<file path="src/rtl/axis_read_data.sv">
// axis_read_data: read-side data path of the AXI stream bridge.
// Accepts AXI read beats into a circular buffer and unpacks each wide word
// into 2^CONVERT_SHIFT narrow stream words, lowest lane first.
module axis_read_data #(
  parameter int BUF_AWIDTH     = 4,
  parameter int CFG_DWIDTH     = 32,
  parameter int CONVERT_SHIFT  = 1,
  parameter int AXI_LEN_WIDTH  = 4,
  parameter int AXI_DATA_WIDTH = 64,
  parameter int DATA_WIDTH     = 32
) (
  input  logic                      clk,
  input  logic                      rst,
  input  logic [CFG_DWIDTH-1:0]     cfg_length,
  input  logic                      cfg_val,
  output logic                      cfg_rdy,
  input  logic [AXI_DATA_WIDTH-1:0] axi_rdata,
  input  logic                      axi_rlast,
  input  logic                      axi_rvalid,
  output logic                      axi_rready,
  output logic [DATA_WIDTH-1:0]     data,
  output logic                      valid,
  input  logic                      ready
);

  localparam int RATIO  = 1 << CONVERT_SHIFT;
  localparam int LANE_W = (CONVERT_SHIFT > 0) ? CONVERT_SHIFT : 1;
  localparam int DEPTH  = 1 << BUF_AWIDTH;
  localparam logic [CFG_DWIDTH-1:0] CfgOne     = 1;
  localparam logic [CFG_DWIDTH-1:0] RatioMinus = CFG_DWIDTH'(RATIO - 1);
  localparam logic [BUF_AWIDTH:0]   PtrOne     = 1;
  localparam logic [LANE_W-1:0]     LaneOne    = 1;
  localparam logic [LANE_W-1:0]     LaneLast   = LANE_W'(RATIO - 1);

  // Burst length and rlast play no part in counting; beats are counted directly.
  localparam int unused_len_w = AXI_LEN_WIDTH;
  logic unused_rlast;
  assign unused_rlast = axi_rlast;

  typedef enum logic {IDLE, ACTIVE} state_t;

  state_t                  state_q, state_d;
  logic                    out_of_reset_q;
  logic [CFG_DWIDTH-1:0]   beats_left_q, words_left_q;
  logic [LANE_W-1:0]       lane_q;
  logic [BUF_AWIDTH:0]     wr_ptr_q, rd_ptr_q;
  logic [AXI_DATA_WIDTH-1:0] mem [DEPTH];

  logic buf_empty, buf_full;
  logic cfg_fire, push, hs, last_hs, pop;
  logic [AXI_DATA_WIDTH-1:0] head_word;
  logic [DATA_WIDTH-1:0]     lanes [RATIO];

  // Extra pointer bit distinguishes full from empty when the indices match.
  assign buf_empty = (wr_ptr_q == rd_ptr_q);
  assign buf_full  = (wr_ptr_q[BUF_AWIDTH] != rd_ptr_q[BUF_AWIDTH]) &&
                     (wr_ptr_q[BUF_AWIDTH-1:0] == rd_ptr_q[BUF_AWIDTH-1:0]);

  assign cfg_fire = cfg_val & cfg_rdy;
  assign push     = axi_rvalid & axi_rready;
  assign hs       = valid & ready;
  assign last_hs  = hs & (words_left_q == CfgOne);
  // Final word pops the head even if upper lanes of that beat are unused.
  assign pop      = hs & ((lane_q == LaneLast) | (words_left_q == CfgOne));

  assign head_word = mem[rd_ptr_q[BUF_AWIDTH-1:0]];

  for (genvar gi = 0; gi < RATIO; gi++) begin : g_lane
    assign lanes[gi] = head_word[gi*DATA_WIDTH +: DATA_WIDTH];
  end

  // State register; out_of_reset_q holds cfg_rdy low through reset.
  always_ff @(posedge clk) begin
    if (rst) begin
      state_q        <= IDLE;
      out_of_reset_q <= 1'b0;
    end else begin
      state_q        <= state_d;
      out_of_reset_q <= 1'b1;
    end
  end

  // Next state: zero-length configs are absorbed without leaving IDLE.
  always_comb begin
    state_d = state_q;
    case (state_q)
      IDLE:    if (cfg_fire && (cfg_length != '0)) state_d = ACTIVE;
      ACTIVE:  if (last_hs) state_d = IDLE;
      default: state_d = IDLE;
    endcase
  end

  // Outputs: request beats only while some remain and there is room.
  always_comb begin
    cfg_rdy    = (state_q == IDLE) & out_of_reset_q;
    axi_rready = (state_q == ACTIVE) & (beats_left_q != '0) & ~buf_full;
    valid      = (state_q == ACTIVE) & ~buf_empty;
    data       = valid ? lanes[lane_q] : '0;
  end

  // Beat/word counters, lane index and buffer pointers.
  always_ff @(posedge clk) begin
    if (rst) begin
      beats_left_q <= '0;
      words_left_q <= '0;
      lane_q       <= '0;
      wr_ptr_q     <= '0;
      rd_ptr_q     <= '0;
    end else begin
      if (cfg_fire) begin
        beats_left_q <= (cfg_length + RatioMinus) >> CONVERT_SHIFT;
        words_left_q <= cfg_length;
        lane_q       <= '0;
      end else begin
        if (push) beats_left_q <= beats_left_q - CfgOne;
        if (hs) begin
          words_left_q <= words_left_q - CfgOne;
          lane_q       <= pop ? '0 : lane_q + LaneOne;
        end
      end
      if (push) wr_ptr_q <= wr_ptr_q + PtrOne;
      if (pop)  rd_ptr_q <= rd_ptr_q + PtrOne;
    end
  end

  // Beat storage; no reset so it maps onto plain RAM.
  always_ff @(posedge clk) begin
    if (push) mem[wr_ptr_q[BUF_AWIDTH-1:0]] <= axi_rdata;
  end

endmodule

</file>
<file path="config.mk">
export PLATFORM = sky130hd
export DESIGN_NAME = axis_read_data
export DESIGN_NICKNAME = d
export VERILOG_FILES = /design/src/rtl/axis_read_data.sv
export SDC_FILE = /design/constraint.sdc
export NUM_CORES = 1
export LEC_CHECK = 0
export CAP_MARGIN = 20
export CORE_ASPECT_RATIO = 0.8
export CORE_UTILIZATION = 45
export DETAILED_ROUTE_END_ITERATION = 7
export DONT_BUFFER_PORTS = 1
export PLACE_DENSITY = 0.6
export SYNTH_ARGS = -nofsm -noshare
export SYNTH_HDL_FRONTEND = slang
export SYNTH_SLANG_ARGS = --single-unit
</file>
<file path="constraint.sdc">
create_clock -name clk -period 19 [get_ports clk]
set_input_delay 1.9 -clock clk [delete_from_list [all_inputs] [get_ports clk]]
set_output_delay 1.9 -clock clk [all_outputs]
set_load 0.01 [all_outputs]
</file>
Word level (Yosys, flattened, before mapping)
Memory sizes are Yosys's and may differ from the RTL's. A register that Yosys moved wholly into a read port is not among the register bits.
Index checks and enable logic that the tools add are counted.
{ "totals": {"register_bits": 77, "ramBits": 1024, "mem_count": 1} }
{ "classes": {"addsub": 6, "n_lt_le_gt_ge": 1, "eq_ne": 4, "n_mux": 17, "bitwise_logic": 14, "n_reduce_logical": 7} }
{ "memory_table": {"columns": ["memory", "words", "word_bits", "rd", "rd_ports_with_merged_regs", "write_ports", "line_no", "rtl"], "rows": [
  ["mem", 16, 64, 1, 1, 1, "47", "logic [AXI_DATA_WIDTH-1:0] mem [DEPTH];"]
]} }
{ "ops": {"columns": ["operator", "n"], "rows": [
  ["$mux W32", 6],
  ["$reduce_bool A32 Y1", 2],
  ["$sub A32 B1 Y32 const B", 2],
  ["$mux W31", 2],
  ["$add A32 B1 Y32 const B", 1],
  ["$eq A32 B1 Y1 const B", 1],
  ["$add A5 B1 Y5 const B", 2],
  ["$and A1 B1 Y1", 9],
  ["$mux W4", 2],
  ["$mux W1", 6],
  ["$eq A5 B5 Y1", 1],
  ["$eq A4 B4 Y1", 1],
  ["$reduce_bool A2 Y1", 2],
  ["$not A1 Y1", 3],
  ["$ge A2 B2 Y1 const B", 1],
  ["$logic_and A1 B1 Y1", 2],
  ["$not A1 Y2", 1],
  ["$pmux W1 S2", 1],
  ["$reduce_or A2 Y1", 1],
  ["$add A1 B1 Y1 const B", 1],
  ["$ne A1 B1 Y1", 1],
  ["$or A1 B1 Y1", 1]
]} }

Logic depth before layout (Yosys ltp)
{ "depth": {"word_depth": 7, "mapped_depth": 10, "mapped_depth_nobuf": 8} }

Least setup slack after synthesis
OpenSTA, ideal clock, no wires.
{ "synth_path": {"path_type": "in2reg", "from": "input axi_rvalid", "to": "memory mem[0][0] (enable)", "setup_ns": 0.565, "t_arrival_ns": 7.226, "required_ns": 18.435, "path_slack_ns": 11.209, "stages": 6, "path_buffers": 1, "cell_sequence": "and2_2 > o21ai_1 > clkbuf_1 > nor2_1 > nand2_1 > nor3_1"} }
{ "synth_between": {"elab_chain_cells": 3} }
{ "synth_rtl": {"columns": ["item", "line_no", "rtl"], "rows": [
  ["from (decl)", "19", "input logic axi_rvalid,"],
  ["$and A1 B1 Y1", "60", "assign push = axi_rvalid & axi_rready;"],
  ["$mux W1", "128", "if (push) mem[wr_ptr_q[BUF_AWIDTH-1:0]] <= axi_rdata;"],
  ["$mux W1 (implied by the code)", "128", null],
  ["to (decl)", "47", null]
]} }
No other way between the ends.

==> reports/results.txt <==
Static Leak = 14.5 nW
worst endpoint data arrival time = 4960 ps
clk sinks = 1,105
largest net degree at the start of global routing = 96
Die Ht = 281 microns
CP Launch Type = register
Area after DPL = 45,400 sq um
yosys warns = 0
DRC Markers = 0
Worst Path Required = 17,100 ps
Final Cycle Share = 36.1%
Fin Clk Skew = 40.9 ps
P per Cell Area = 100 nW/um^2
Max H-tree Level = 3
Final Max Slew Viols = 0
Least-Margin Pin Slew = 1230 ps
cell internal pwr = 0.00393 W
PortBufs = 0
gp weighted congestion = 0.890
Final ANT Viol Nets = 0
# IOs = 137
register area = 32,400 sq um
CTS max path bufs = 3
Clock power frac = 43.5%
Syn Inst Count = 2,145
CP Class = reg -> out
worst path cell trace = buf_4, buf_12, buf_4, mux4_2, mux4_2, mux2i_1, nor2_1
Post-Route WL = 103,000 microns
layout cells sized above 1 = 25.1%
status = finished, final reports clean
Seq/Total Area, Yosys = 73.9%
vias in the first global route = 21,938
Max Cap Viol = 0
hold buffers post-CTS = 0
multi-input logic area = 11,000 sq um
via count = 21,608
final net count = 2,299
Setup Fix Bufs, Post-CTS = 0
Final Cell Area = 49,000 sq um
Buf/Inv on CP = 3
crit end category = primary output
Num CTS Buffers = 111
Most used DFF post-synth = edfxtp_1
combinational share of power = 2.0%
Top delay family on crit path = buffers and inverters
Starting Density = 45.8%
Row Count = 101
ys async rst share = 0%
Sequential Power Share = 54.5%
DR pass1 iterations = 5
initial antenna violation count = 3
overall routing resource usage = 21.1%
Fin. Hold Viols = 0
Overflow after GRT = 0
final worst path period need = 6860 ps
iteration-0 DRC count of the detailed router = 1,972
synthesis-stage register bit count = 1,105
setup TNS = 0 ps
Finish-stage setup viols = 0
Avg Inst Size Synth = 20.4 sq um
Highest Clock Rate = 0.146 GHz
global-route wire length before repair = 150,000 microns
Worst Hold Class = reg -> reg
Unique masters post-synth = 66
number of synthesized flops with an enable pin = 1,024
worst relative slew slack = 17.4%
synthesized area = 43,800 sq um
RSZ-0062 raised after global routing = false
Synth Net Count = 2,257
Switching Fraction = 20.2%
number of gates resized after CTS = 0
Routed WL per cell = 28.8 microns
DIE WIDTH = 351 microns
Fillers = 7,447
die area = 98,600 sq um
root buffer cell = clkbuf_16
core area = 95,700 sq um
Net Switching = 0.000993 W
clock latency on the worst-skew pair = 690 ps
Worst path slowest cell = dfxtp_4
Via density = 6.05
synth-to-layout area growth = 11.9%
CTS tree = built
CP max stage delay = 940 ps
CP Max Fanout = 43
CTS clock-pin slew for the worst setup and hold paths = 60 ps
worst ir drop on vdd = 69.0 uV
DP HPWL = 53,700 microns
## cell usage after synthesis, types with 2 or more instances
cell type	count	area, sq um
and4_1	8	70.1
and2_1	6	37.5
or2_2	3	18.8
nor3_1	36	180
nand2b_1	3	18.8
and3_1	13	81.3
or4_2	3	26.3
a21boi_0	3	22.5
a31o_2	3	26.3
a22oi_1	5	37.5
or3_2	3	22.5
nor2_1	100	375
a221oi_1	3	26.3
buf_1	27	101
o311ai_0	8	70.1
clkbuf_1	69	259
or4_1	4	30.0
xor2_1	28	245
dfxtp_1	81	1620
o21ai_0	22	110
a2111oi_0	2	17.5
and3_2	2	15.0
nor4_1	27	169
inv_1	13	48.8
nand3_1	34	170
nand2_1	51	191
o21ai_1	3	15.0
xnor2_1	34	298
a211oi_1	9	67.6
o211ai_1	15	113
edfxtp_1	1024	30700
mux2i_1	33	330
ha_1	10	125
o22ai_1	8	50.1
nand4b_1	2	17.5
nand4_1	18	113
or3_1	13	81.3
a21oi_1	47	235
a31oi_1	15	93.8
mux4_2	320	7210
buf_2	12	60.1
## cell families (layout without fill, tap and decap cells)
logic type | Yosys count | after routing | share of synthesized area, %
compound gates | 154 | 154 | 2.25
xor+xnor | 62 | 62 | 1.24
fa+ha+maj | 10 | 10 | 0.286
buf+inv | 125 | 263 | 1.15
flops | 1105 | 1105 | 73.9
mux | 353 | 353 | 17.2
other cells | 0 | 1 | 0
simple gates | 336 | 336 | 3.93
## final timing paths
check | endpoint | slack (ps) | start | cells past startpoint
hold / removal | beats_left_q[31] | 490 | beats_left_q[31] | 2
setup / recovery | data[17] | 12140 | register | 7
setup reg to reg | mem[8][27] | 14500 | beats_left_q[0] | 9
hold reg to reg | beats_left_q[31] | 490 | beats_left_q[31] | 2
## power groups by stage
stage	sequential (W)	combinational (W)	clock, W
2_1_floorplan	0.00273	0.0000731	0
3_3_place_gp	0.00273	0.0000955	0
3_5_place_dp	0.00273	0.0000969	0
4_1_cts	0.00268	0.0000977	0.00218
5_1_grt	0.00268	0.000107	0.00227
6_report	0.00268	0.0000983	0.00214
## sequential cells by signal, indices dropped and copies added, names as in the netlist, named ones only
name	flops
rd_ptr_q	5
mem	1024
out_of_reset_q	1
beats_left_q	32
lane_q	1
wr_ptr_q	5
words_left_q	32
state_q	1
## cell usage in the layout, fill, tap and decap left out, types with 9 or more instances in the layout
cell | Yosys | final
nor2_4 | 0 | 12
edfxtp_1 | 1024 | 1024
xnor2_1 | 34 | 34
ha_1 | 10 | 10
clkbuf_16 | 0 | 112
inv_1 | 13 | 13
dfxtp_1 | 81 | 76
nor3_1 | 36 | 32
and3_1 | 13 | 13
xor2_1 | 28 | 28
buf_4 | 1 | 38
mux4_2 | 320 | 320
nor4_1 | 27 | 27
o211ai_1 | 15 | 15
mux2i_1 | 33 | 33
o21ai_0 | 22 | 22
clkinv_1 | 0 | 27
nand4_1 | 18 | 18
a21oi_1 | 47 | 47
a31oi_1 | 15 | 15
nand2_1 | 51 | 50
or3_1 | 13 | 13
bufinv_16 | 0 | 9
a211oi_1 | 9 | 9
nor2_1 | 100 | 88
clkinv_2 | 0 | 29
clkbuf_1 | 69 | 14
nand3_1 | 34 | 34
## per-layer routing
layer | vias to the layer above | GRT usage [%] | routed length (microns)
li1 | 9103 | - | -
met1 | 11622 | 30.8 | 45000
met2 | 732 | 33.0 | 48700
met3 | 151 | 3.71 | 6860
met4 | 0 | 5.36 | 2130
met5 | - | 0 | 0
## final cells by class
cell class | count | share of cell area [%]
antenna | 1 | 0.00511
clock buffer | 131 | 5.94
clock inverter | 78 | 1.38
inverter | 14 | 0.107
multi-input combinational | 915 | 22.5
sequential | 1105 | 66.1
tap | 1287 | 3.29
timing repair buffer | 40 | 0.664
## stage by stage
| stage | utilization (%) | setup slack (ps) | total power (W) | instances | hold WS [ps] |
|---|---|---|---|---|---|
| 6_report | 51.2 | 12140 | 0.00492 | 3571 | 494 |
| 5_1_grt | 51.2 | 11670 | 0.00506 | 3570 | 520 |
| 4_1_cts | 51.2 | 11760 | 0.00496 | 3569 | 496 |
| 3_5_place_dp | 47.4 | 12510 | 0.00283 | 3360 | 484 |
| 3_3_place_gp | 47.4 | 12510 | 0.00283 | 3360 | 468 |
| 2_1_floorplan | - | 11210 | 0.00280 | 2145 | 458 |
## worst reg2reg max path: stages (launching register included)
cell	delay, ps
dfxtp_1	400
inv_1	80
ha_1	230
or3b_2	270
nor4_4	60
and3_2	360
nor2_1	560
nand2_1	400
nor2_4	830
buf_4	880
No activity file was read; power rests on OpenSTA's default activity.
